<file path="config.mk">
export PLATFORM = sky130hd
export DESIGN_NAME = apb_cmd_master
export DESIGN_NICKNAME = d
export VERILOG_FILES = /design/src/rtl/definesPkg.sv /design/src/rtl/apb_cmd_master.sv
export SDC_FILE = /design/constraint.sdc
export NUM_CORES = 1
export LEC_CHECK = 0
export BUFFER_PORTS_ARGS = -buffer_cell sky130_fd_sc_hd__buf_2
export CORE_ASPECT_RATIO = 0.9
export CORE_MARGIN = 1
export CORE_UTILIZATION = 40
export DETAILED_ROUTE_END_ITERATION = 12
export PLACE_DENSITY_LB_ADDON = 0.2
export SYNTH_ARGS = -nofsm -noshare
export SYNTH_HDL_FRONTEND = slang
export SYNTH_SLANG_ARGS = --single-unit
</file>
<file path="constraint.sdc">
create_clock -name apbClk -period 3.8 [get_ports apbClk]
set_clock_uncertainty 0.2 [all_clocks]
set_input_delay 0.19 -clock apbClk [delete_from_list [all_inputs] [get_ports apbClk]]
set_output_delay 0.19 -clock apbClk [all_outputs]
set_load 0.05 [all_outputs]
</file>
<file path="src/rtl/definesPkg.sv">
// Shared types for the APB command master: FSM states and the
// command/response bundles at the default 32-bit bus width.
package definesPkg;

    typedef enum logic [1:0] {
        IDLE   = 2'd0,
        SETUP  = 2'd1,
        ACCESS = 2'd2,
        RESP   = 2'd3
    } apbMstState_t;

    typedef struct packed {
        logic        write;
        logic [31:0] addr;
        logic [31:0] wdata;
    } apbCmd_t;

    typedef struct packed {
        logic [31:0] data;
        logic        err;
    } apbRsp_t;

endpackage

</file>
<file path="src/rtl/apb_cmd_master.sv">
// APB requester: one valid/ready command in, one APB transfer out,
// one valid/ready response back, with wait-state timeout.
module apb_cmd_master
    import definesPkg::*;
#(
    parameter int addrWidth = 32,
    parameter int dataWidth = 32,
    parameter int TIMEOUT   = 16
) (
    input  logic                 apbClk,
    input  logic                 rst,
    input  logic                 cmdValid,
    output logic                 cmdReady,
    input  logic                 cmdWrite,
    input  logic [addrWidth-1:0] cmdAddr,
    input  logic [dataWidth-1:0] cmdWdata,
    output logic                 rspValid,
    input  logic                 rspReady,
    output logic [dataWidth-1:0] rspData,
    output logic                 rspErr,
    output logic [addrWidth-1:0] PADDR,
    output logic                 PWRITE,
    output logic                 PSEL,
    output logic                 PENABLE,
    output logic [dataWidth-1:0] PWDATA,
    input  logic [dataWidth-1:0] PRDATA,
    input  logic                 PREADY,
    input  logic                 PSLVERR
);

    // Widths follow the instance parameters, not the package defaults.
    typedef struct packed {
        logic                 write;
        logic [addrWidth-1:0] addr;
        logic [dataWidth-1:0] wdata;
    } cmd_t;

    typedef struct packed {
        logic [dataWidth-1:0] data;
        logic                 err;
    } rsp_t;

    localparam bit TO_EN = (TIMEOUT > 0);
    localparam int CW = TO_EN ? $clog2(TIMEOUT + 1) : 1;
    localparam logic [CW-1:0] CNT_MAX  = {CW{1'b1}};
    localparam logic [CW-1:0] CNT_LAST = TO_EN ? CW'(TIMEOUT - 1) : '0;

    apbMstState_t  state_q, state_d;
    logic [CW-1:0] waitCnt_q, waitCnt_d;
    cmd_t          cmd_q, cmd_d;
    rsp_t          rsp_q, rsp_d;

    always_ff @(posedge apbClk or posedge rst) begin
        if (rst) begin
            state_q   <= IDLE;
            waitCnt_q <= '0;
            cmd_q     <= '0;
            rsp_q     <= '0;
        end else begin
            state_q   <= state_d;
            waitCnt_q <= waitCnt_d;
            cmd_q     <= cmd_d;
            rsp_q     <= rsp_d;
        end
    end

    always_comb begin
        state_d   = state_q;
        waitCnt_d = waitCnt_q;
        cmd_d     = cmd_q;
        rsp_d     = rsp_q;
        unique case (state_q)
            IDLE: begin
                if (cmdValid) begin
                    cmd_d.write = cmdWrite;
                    cmd_d.addr  = cmdAddr;
                    cmd_d.wdata = cmdWdata;
                    state_d     = SETUP;
                end
            end
            SETUP: begin
                waitCnt_d = '0;
                state_d   = ACCESS;
            end
            ACCESS: begin
                // Completion beats a timeout landing on the same cycle.
                if (PREADY) begin
                    rsp_d.data = (!cmd_q.write && !PSLVERR) ? PRDATA : '0;
                    rsp_d.err  = PSLVERR;
                    state_d    = RESP;
                end else if (TO_EN && waitCnt_q == CNT_LAST) begin
                    rsp_d.data = '0;
                    rsp_d.err  = 1'b1;
                    state_d    = RESP;
                end else if (waitCnt_q != CNT_MAX) begin
                    waitCnt_d = waitCnt_q + 1'b1;
                end
            end
            RESP: begin
                if (rspReady) begin
                    state_d = IDLE;
                end
            end
            default: state_d = IDLE;
        endcase
    end

    assign cmdReady = (state_q == IDLE) && !rst;
    assign PSEL     = (state_q == SETUP) || (state_q == ACCESS);
    assign PENABLE  = (state_q == ACCESS);
    assign rspValid = (state_q == RESP);
    assign rspData  = rsp_q.data;
    assign rspErr   = rsp_q.err;
    assign PADDR    = cmd_q.addr;
    assign PWRITE   = cmd_q.write;
    assign PWDATA   = cmd_q.wdata;

endmodule
</file>
After elaboration in Yosys (flattened, before gate mapping):

Index checks and enable logic that the tools add are counted.

* add/subtract/negate cells: 1
* mux-type cells: 12
* reduce and logical (&&, ||, !) cells: 13
* equal/unequal tests: 11

Operator list (count)
* 33-bit 2-to-1 mux: 2
* 32-bit 2-to-1 mux: 1
* 5-bit 2-to-1 mux: 3
* 5-bit case mux with 2 select lines: 1
* 2-bit 2-to-1 mux: 4
* 2-bit case mux with 4 select lines: 1
* 2-bit inequality test (second input constant): 3
* 5-bit by 1-bit adder with 5-bit output (second input constant): 1
* 5-bit by 4-bit equality test with 1-bit output (second input constant): 1
* 5-bit inequality test (second input constant): 1
* 2-bit equality test (second input constant): 2
* 2-bit by 1-bit inequality test with 1-bit output (second input constant): 2
* 2-bit AND reduction: 2
* 4-bit AND reduction: 1
* 2-bit nonzero test: 2
* 1-bit zero test: 3
* 3-bit by 1-bit inequality test with 1-bit output (second input constant): 1
* 3-bit AND reduction: 1
* 2-bit by 1-bit equality test with 1-bit output (second input constant): 1
* 1-bit logical AND: 2
* 2-bit zero test: 1
* 1-bit logical OR: 1

* register bits: 105
* input bits: 103
* output and inout port bits: 102
* logic and storage cells: 44

Logic depth before layout (Yosys ltp):

Gate-level depths: netlist of run 1.

* word-level depth: 5
* mapped depth: 6
* depth with buffers taken out: 6

Worst setup path before layout of run 1:

Ideal clock, no wire load.

* kind: reg-to-reg
* from: register state_q[0]
* to: register rsp_q, in the netlist rspData[0]
* stages on the path, launching flop included: 6
* arrival time: 1.687 ns
* slack: 1.792 ns
* cells stage by stage: dfrtp_1 > inv_1 > ha_1 > o21ai_1 > buf_2 > a22o_1

* cells in the longest elaborated chain, start to end: 2

RTL lines
* start: declaration: RTL line apb_cmd_master.sv:48 `apbMstState_t state_q, state_d;`
* start signal: assignment: RTL line apb_cmd_master.sv:60 `state_q <= state_d;`
* 2-bit equality test
* via PENABLE: RTL line apb_cmd_master.sv:24 `output logic PENABLE,`
* 2-bit AND reduction (no line)
* end signal: assignment: RTL line apb_cmd_master.sv:63 `rsp_q <= rsp_d;`
* end: declaration: RTL line apb_cmd_master.sv:51 `rsp_t rsp_q, rsp_d;`

The timed path passes the listed nets, and every way through them passes these cells.
A chain may end at the register's enable or synchronous reset.

Final worst setup path of run 1:

* from: register waitCnt_q[0]
* to: register rsp_q, in the netlist rspData[25]

* cells in the longest elaborated chain, start to end: 3

RTL lines
* start: declaration: RTL line apb_cmd_master.sv:49 `logic [CW-1:0] waitCnt_q, waitCnt_d;`
* start signal: assignment: RTL line apb_cmd_master.sv:61 `waitCnt_q <= waitCnt_d;`
* 5-bit by 4-bit equality test with 1-bit output: RTL line apb_cmd_master.sv:91 `end else if (TO_EN && waitCnt_q == CNT_LAST) begin`
* 2-bit nonzero test (no line)
* 2-bit AND reduction (no line)

No other way between the ends.

==> results of run 1 <==
## synthesized netlist by cell type
library cell / n / area (um2)
a21boi_0: 1 / 7.51
a21oi_1: 1 / 5.00
a221oi_2: 1 / 15.0
a22o_1: 33 / 289
and3_1: 1 / 6.26
buf_2: 8 / 40.0
buf_6: 6 / 67.6
dfrtp_1: 105 / 2630
ha_1: 7 / 87.6
inv_1: 7 / 26.3
mux2_1: 1 / 11.3
mux2_2: 15 / 169
mux2_4: 50 / 751
mux2i_1: 2 / 20.0
nand2_1: 3 / 11.3
nand2b_1: 3 / 18.8
nand3_1: 1 / 5.00
nand3b_1: 1 / 7.51
nand4_1: 2 / 12.5
nor2_1: 2 / 7.51
nor2_2: 1 / 6.26
nor2b_1: 2 / 12.5
nor3_2: 1 / 10.0
o211ai_1: 2 / 15.0
o21ai_1: 4 / 20.0
o32a_1: 1 / 10.0
or3_1: 1 / 6.26
## area by class of cell
class / instances / area [um2] / share of cell area
Tap cell: 129 / 161 / 0.0242
Inverter: 7 / 28.8 / 0.00431
Multi-Input combinational cell: 136 / 1520 / 0.227
Clock inverter: 6 / 72.6 / 0.0109
Timing Repair Buffer: 306 / 2040 / 0.306
Sequential cell: 105 / 2630 / 0.393
Clock buffer: 10 / 229 / 0.0343
## path summary, 6_finish.rpt
path	slack [ns]	start	end	cells after the start
worst max-delay path	1.54	waitCnt_q[0]	rspData[25]	6
max in group asynchronous	2.03	rst	rspData[21]	4
min in group asynchronous	0.45	rst	PADDR[20]	3
worst min register to register	0.30	rspData[27]	rspData[27]	1
worst max register to register	1.54	waitCnt_q[0]	rspData[25]	6
worst min-delay path	0.07	PSLVERR	rspErr	3
## repair_timing
item                                    in CTS  in global routing
endpoints found under the setup margin       0                  0
hold buffers                                98                  0
hold endpoints to repair                   179                  0
## worst max-delay path: stages, from the launching register on
cell and delay [ns]:
dfrtp_1 0.42, ha_1 0.24, and3_1 0.22, ha_1 0.24, o21ai_2 0.31, buf_4 0.36
a22o_1 0.21
## registers in the layout, summed over array words and instances (netlist names)
name,flops
rspErr,1
rspData,32
state_q,2
PWRITE,1
PADDR,32
PWDATA,32
waitCnt_q,5
## metrics by stage
stage          power (uW)  hold WS, ns   util  area, um2
3_5_place_dp         5250        0.212  0.524       5400
4_1_cts              6290       0.0624  0.649       6680
6_report             6260       0.0689  0.649       6680
2_1_floorplan        4540        0.123      -       4270
5_1_grt              6540       0.0929  0.649       6680
3_3_place_gp         5200        0.207  0.524       5400
## placed cells by master (no fill, tap or decap), types with 3 or more instances in the layout
master	count
buf_2	204
dfrtp_1	105
dlygate4sd3_1	98
mux2_4	50
a22o_1	33
mux2_2	15
clkbuf_16	9
ha_1	7
inv_1	6
nand2b_1	3
o21ai_1	3
inv_6	3
buf_4	3
## per-layer routing
layer	vias up	global-route usage
li1	1549	-
met1	1656	0.242
met5	-	0
met2	113	0.365
met3	21	0.0489
met4	0	0.0790
## power groups by stage
stage                     Clock, uW  Combinational, uW  Sequential (uW)
after global routing           1000               3630             1910
after floorplan                   0               1090             3450
after detailed placement          0               3390             1860
after global placement            0               3360             1840
after CTS                       968               3480             1840
final                           938               3470             1850
## kinds of logic (layout without fill, tap and decap cells)
group | Yosys count | count (layout) | synth area share
AND/OR/NAND/NOR | 18 | 18 | 0.0243
buffers and inverters | 21 | 329 | 0.0314
flip-flops | 105 | 105 | 0.616
multiplexers | 68 | 68 | 0.223
AO/OA/AOI/OAI | 43 | 43 | 0.0848
adder cells (fa/ha/maj) | 7 | 7 | 0.0205
==> results.md, run 1 <==
- Via/cell ratio: 4.78
- Initial antenna violation count: 0
- Area delta synth->final: 56.6%
- Seq pwr share: 0.296
- Final wirelength: 11,000 um
- Max FO, Critical Path: 27
- P per Cell Area: 938 nW/um2
- Leak: 0.00353 uW
- Antenna cells: 0
- Clock transition at path regs: 0.07 ns
- Register area share after synthesis: 0.616
- Clock network power share: 0.150
- Clock Sinks: 105
- Crit path launch type: register
- Starting DRT DRC Count: 110
- Met3 wire len: 560 um
- Pre-CTS WS: 1.52 ns
- Max Clk Rate: 442 MHz
- Final worst-path cycle share: 0.596
- Post-DP HPWL: 6640 um
- Maximum resistive drop on vdd: 0.630 mV
- Synth Register Bits: 105
- Area of the mapped netlist: 4270 um2
- Met1 wire length: 4550 um
- Cell count after synthesis: 262
- Slew Limit Headroom: 0.327
- Largest net degree at the start of global routing: 84
- Status: finished clean
- I/O Buffers: 204
- Post-CTS setup buffer count: 0
- Core Box Area: 10,300 um2
- Total congestion overflow: 0
- CTS H-tree depth: 3
- Sw frac: 0.484
- Top layer in use: met4
- PostCTS Resize Cnt: 0
- Hold Path Class: primary input to register
- GP Congestion: 0.745
- Combinational power share: 0.554
- Initial Util: 0.414
- Drt first pass iters: 4
- Syn Area/Cell: 16.3 um2
- Max Cap Viol: 0
- CTS max path bufs: 2
- RSZ-0062 raised after global routing: false
- # IOs: 205
- Worst EP required: 3.88 ns
- Worst-Skew Late Latency: 0.34 ns
- Total negative slack: 0 ns
- Inst Count DP: 585
- Row count: 35
- Routed via count: 3,339
- CTS tree: yes
- Final Hold Viols: 0
- WL/cell: 15.8 um
- GRT Util Overall: 0.205
- Worst setup margin: 1.54 ns
- Die Area: 11,100 um2
- Unique cell type count in the Yosys netlist: 27
- Finished Layout Cells: 699
- Arrival time at the worst endpoint: 2.34 ns
- Tmin final: 2.26 ns
- CP Class: register to register
- Net Sw Power: 3030 uW
- Die X: 111 um
- Fillers: 799
- Final setup violation count: 0
- Die Y: 100 um
- Yosys warning count: 0
- WL met2: 5690 um
- Root Driver: clkbuf_16
- Max Slew Vio Count: 0
- Crit path capture type: register
- Fraction of layout instances using a drive strength above 1: 0.516
- CTS Buf Count: 9
- First-pass GRT wire length: 17,800 um
- Post-route ant nets: 0
- Slew of the pin with the lowest slew margin: 1.01 ns
- Syn Nets: 372
- # DRC: 0
- P_int: 3230 uW
- Vias in the first global route: 3,458
- Nets: 675
Power figures use the tool's default switching activity.
==> run 2: changes to the inputs <==
Clock period 3.8 ns to 2.3 ns, I/O delays scaled along.
==> results.md, run 2 (synthesis results as in run 1) <==
- Status: finished clean
- Clock transition at path regs: 0.07 ns
- Post-DP HPWL: 6830 um
- P per Cell Area: 1540 nW/um2
- Drt first pass iters: 4
- Maximum resistive drop on vdd: 1.06 mV
- Crit path capture type: register
- Vias in the first global route: 3,517
- CTS H-tree depth: 3
- P_int: 5420 uW
- Total congestion overflow: 0
- Final worst-path cycle share: 0.919
- # DRC: 0
- Tot Pwr: 10,400 uW
- Clock Sinks: 105
- Finished Layout Cells: 704
- CTS Buf Count: 9
- Max Clk Rate: 473 MHz
- Seq pwr share: 0.295
- CP Class: register to register
- Area delta synth->final: 58.2%
- Initial Util: 0.414
- Row count: 35
- Root Driver: clkbuf_16
- Net Sw Power: 4970 uW
- First-pass GRT wire length: 17,900 um
- GRT Util Overall: 0.206
- Core Box Area: 10,300 um2
- Slew Limit Headroom: 0.689
- WHS Path Cells: 3
- Total negative slack: 0 ns
- CTS tree: yes
- Final setup violation count: 0
- Routed via count: 3,324
- Die Y: 100 um
- # IOs: 205
- Final wirelength: 11,000 um
- Post-CTS setup buffer count: 0
- Starting DRT DRC Count: 133
- Slew of the pin with the lowest slew margin: 0.466 ns
- GP Congestion: 0.740
- I/O Buffers: 204
- PostCTS Resize Cnt: 0
- Inst Count DP: 590
- Most common cell after layout, fill and taps aside: buf_2
- Tmin final: 2.11 ns
- Commonest cells after routing, fill and taps aside: buf_2 (204), dfrtp_1 (105), dlygate4sd3_1 (99)
- Die X: 111 um
- Die Area: 11,100 um2
- Combinational power share: 0.558
- Arrival time at the worst endpoint: 2.13 ns
- CTS max path bufs: 2
- Max FO, Critical Path: 4
- Max Slew Vio Count: 0
- Hold Path Class: primary input to register
- Crit path launch type: register
- Worst EP required: 2.32 ns
- Worst-Skew Late Latency: 0.34 ns
- Post-route ant nets: 0
- FF-to-FF path depth: 6
- Initial antenna violation count: 0
- Antenna cells: 0
- Largest net degree at the start of global routing: 87
- Fraction of layout instances using a drive strength above 1: 0.518
- WL/cell: 15.6 um
- CTS Hold Bufs: 99
- Max Cap Viol: 0
- Fillers: 758
- Final Hold Viols: 0
- Via/cell ratio: 4.72
- Leak: 0.00357 uW
- Clock network power share: 0.147
- Nets: 681
- Sw frac: 0.478
- RSZ-0062 raised after global routing: false
## run 2: cell types whose count changed in the layout (fill, tap and decap cells not counted), sizes merged
cell / previous run / this run
buf: 208 / 213
clkbuf: 10 / 12
clkinv: 1 / 2
dlygate4sd3: 98 / 99
inv: 10 / 6
## run 2: area by class of cell
type | instances | area [um2] | share of cell area
clock buffers | 12 | 256 | 0.0380
clock inverters | 3 | 40.0 | 0.00593
inverters | 7 | 30.0 | 0.00445
multi-input cells | 136 | 1520 | 0.225
flip-flops and latches | 105 | 2630 | 0.389
well taps | 129 | 161 | 0.0239
repair buffers | 312 | 2120 | 0.314
## run 2: final timing paths
| kind | from | endpoint | slack (ns) |
|---|---|---|---|
| worst max-delay path | waitCnt_q[0] | waitCnt_q[0] | 0.19 |
| max in group asynchronous | rst | waitCnt_q[3] | 0.97 |
| worst min-delay path | PSLVERR | rspErr | 0.007 |
| worst min register to register | rspData[1] | rspData[1] | 0.30 |
| worst max register to register | waitCnt_q[0] | waitCnt_q[0] | 0.19 |
| min in group asynchronous | rst | PADDR[23] | 0.14 |
## run 2: critical path: stages (launching register included)
cell,delay [ns]
dfrtp_1,0.42
ha_1,0.24
and3_1,0.21
ha_1,0.24
or3_1,0.37
a21oi_1,0.21
mux2i_1,0.10
## run 2: power by group through the flow
stage	Combinational, uW	Clock, uW	Sequential, uW
after global routing	6050	1650	3160
after CTS	5810	1580	3050
after global placement	5630	0	3030
after detailed placement	5660	0	3070
final	5800	1530	3060
after floorplan	1800	0	5700
## run 2: per-stage QoR
stage / utilization / instance area (um2) / hold slack [ns] / setup slack (ns)
after detailed placement: 0.531 / 5460 / -0.0325 / 0.218
after global routing: 0.656 / 6750 / 0.0374 / 0.0906
final: 0.656 / 6750 / 0.00672 / 0.187
after CTS: 0.656 / 6750 / 0.00119 / 0.190
after floorplan: - / 4270 / 0.0475 / 0.292
after global placement: 0.531 / 5460 / -0.0402 / 0.259
## run 2: routing by layer
| layer | vias to the layer above | global-route usage | share of wire |
|---|---|---|---|
| met5 | - | 0 | 0 |
| met4 | 0 | 0.0574 | 0.0084 |
| met3 | 12 | 0.0622 | 0.066 |
| met2 | 120 | 0.347 | 0.50 |
| met1 | 1633 | 0.259 | 0.43 |
| li1 | 1559 | - | - |
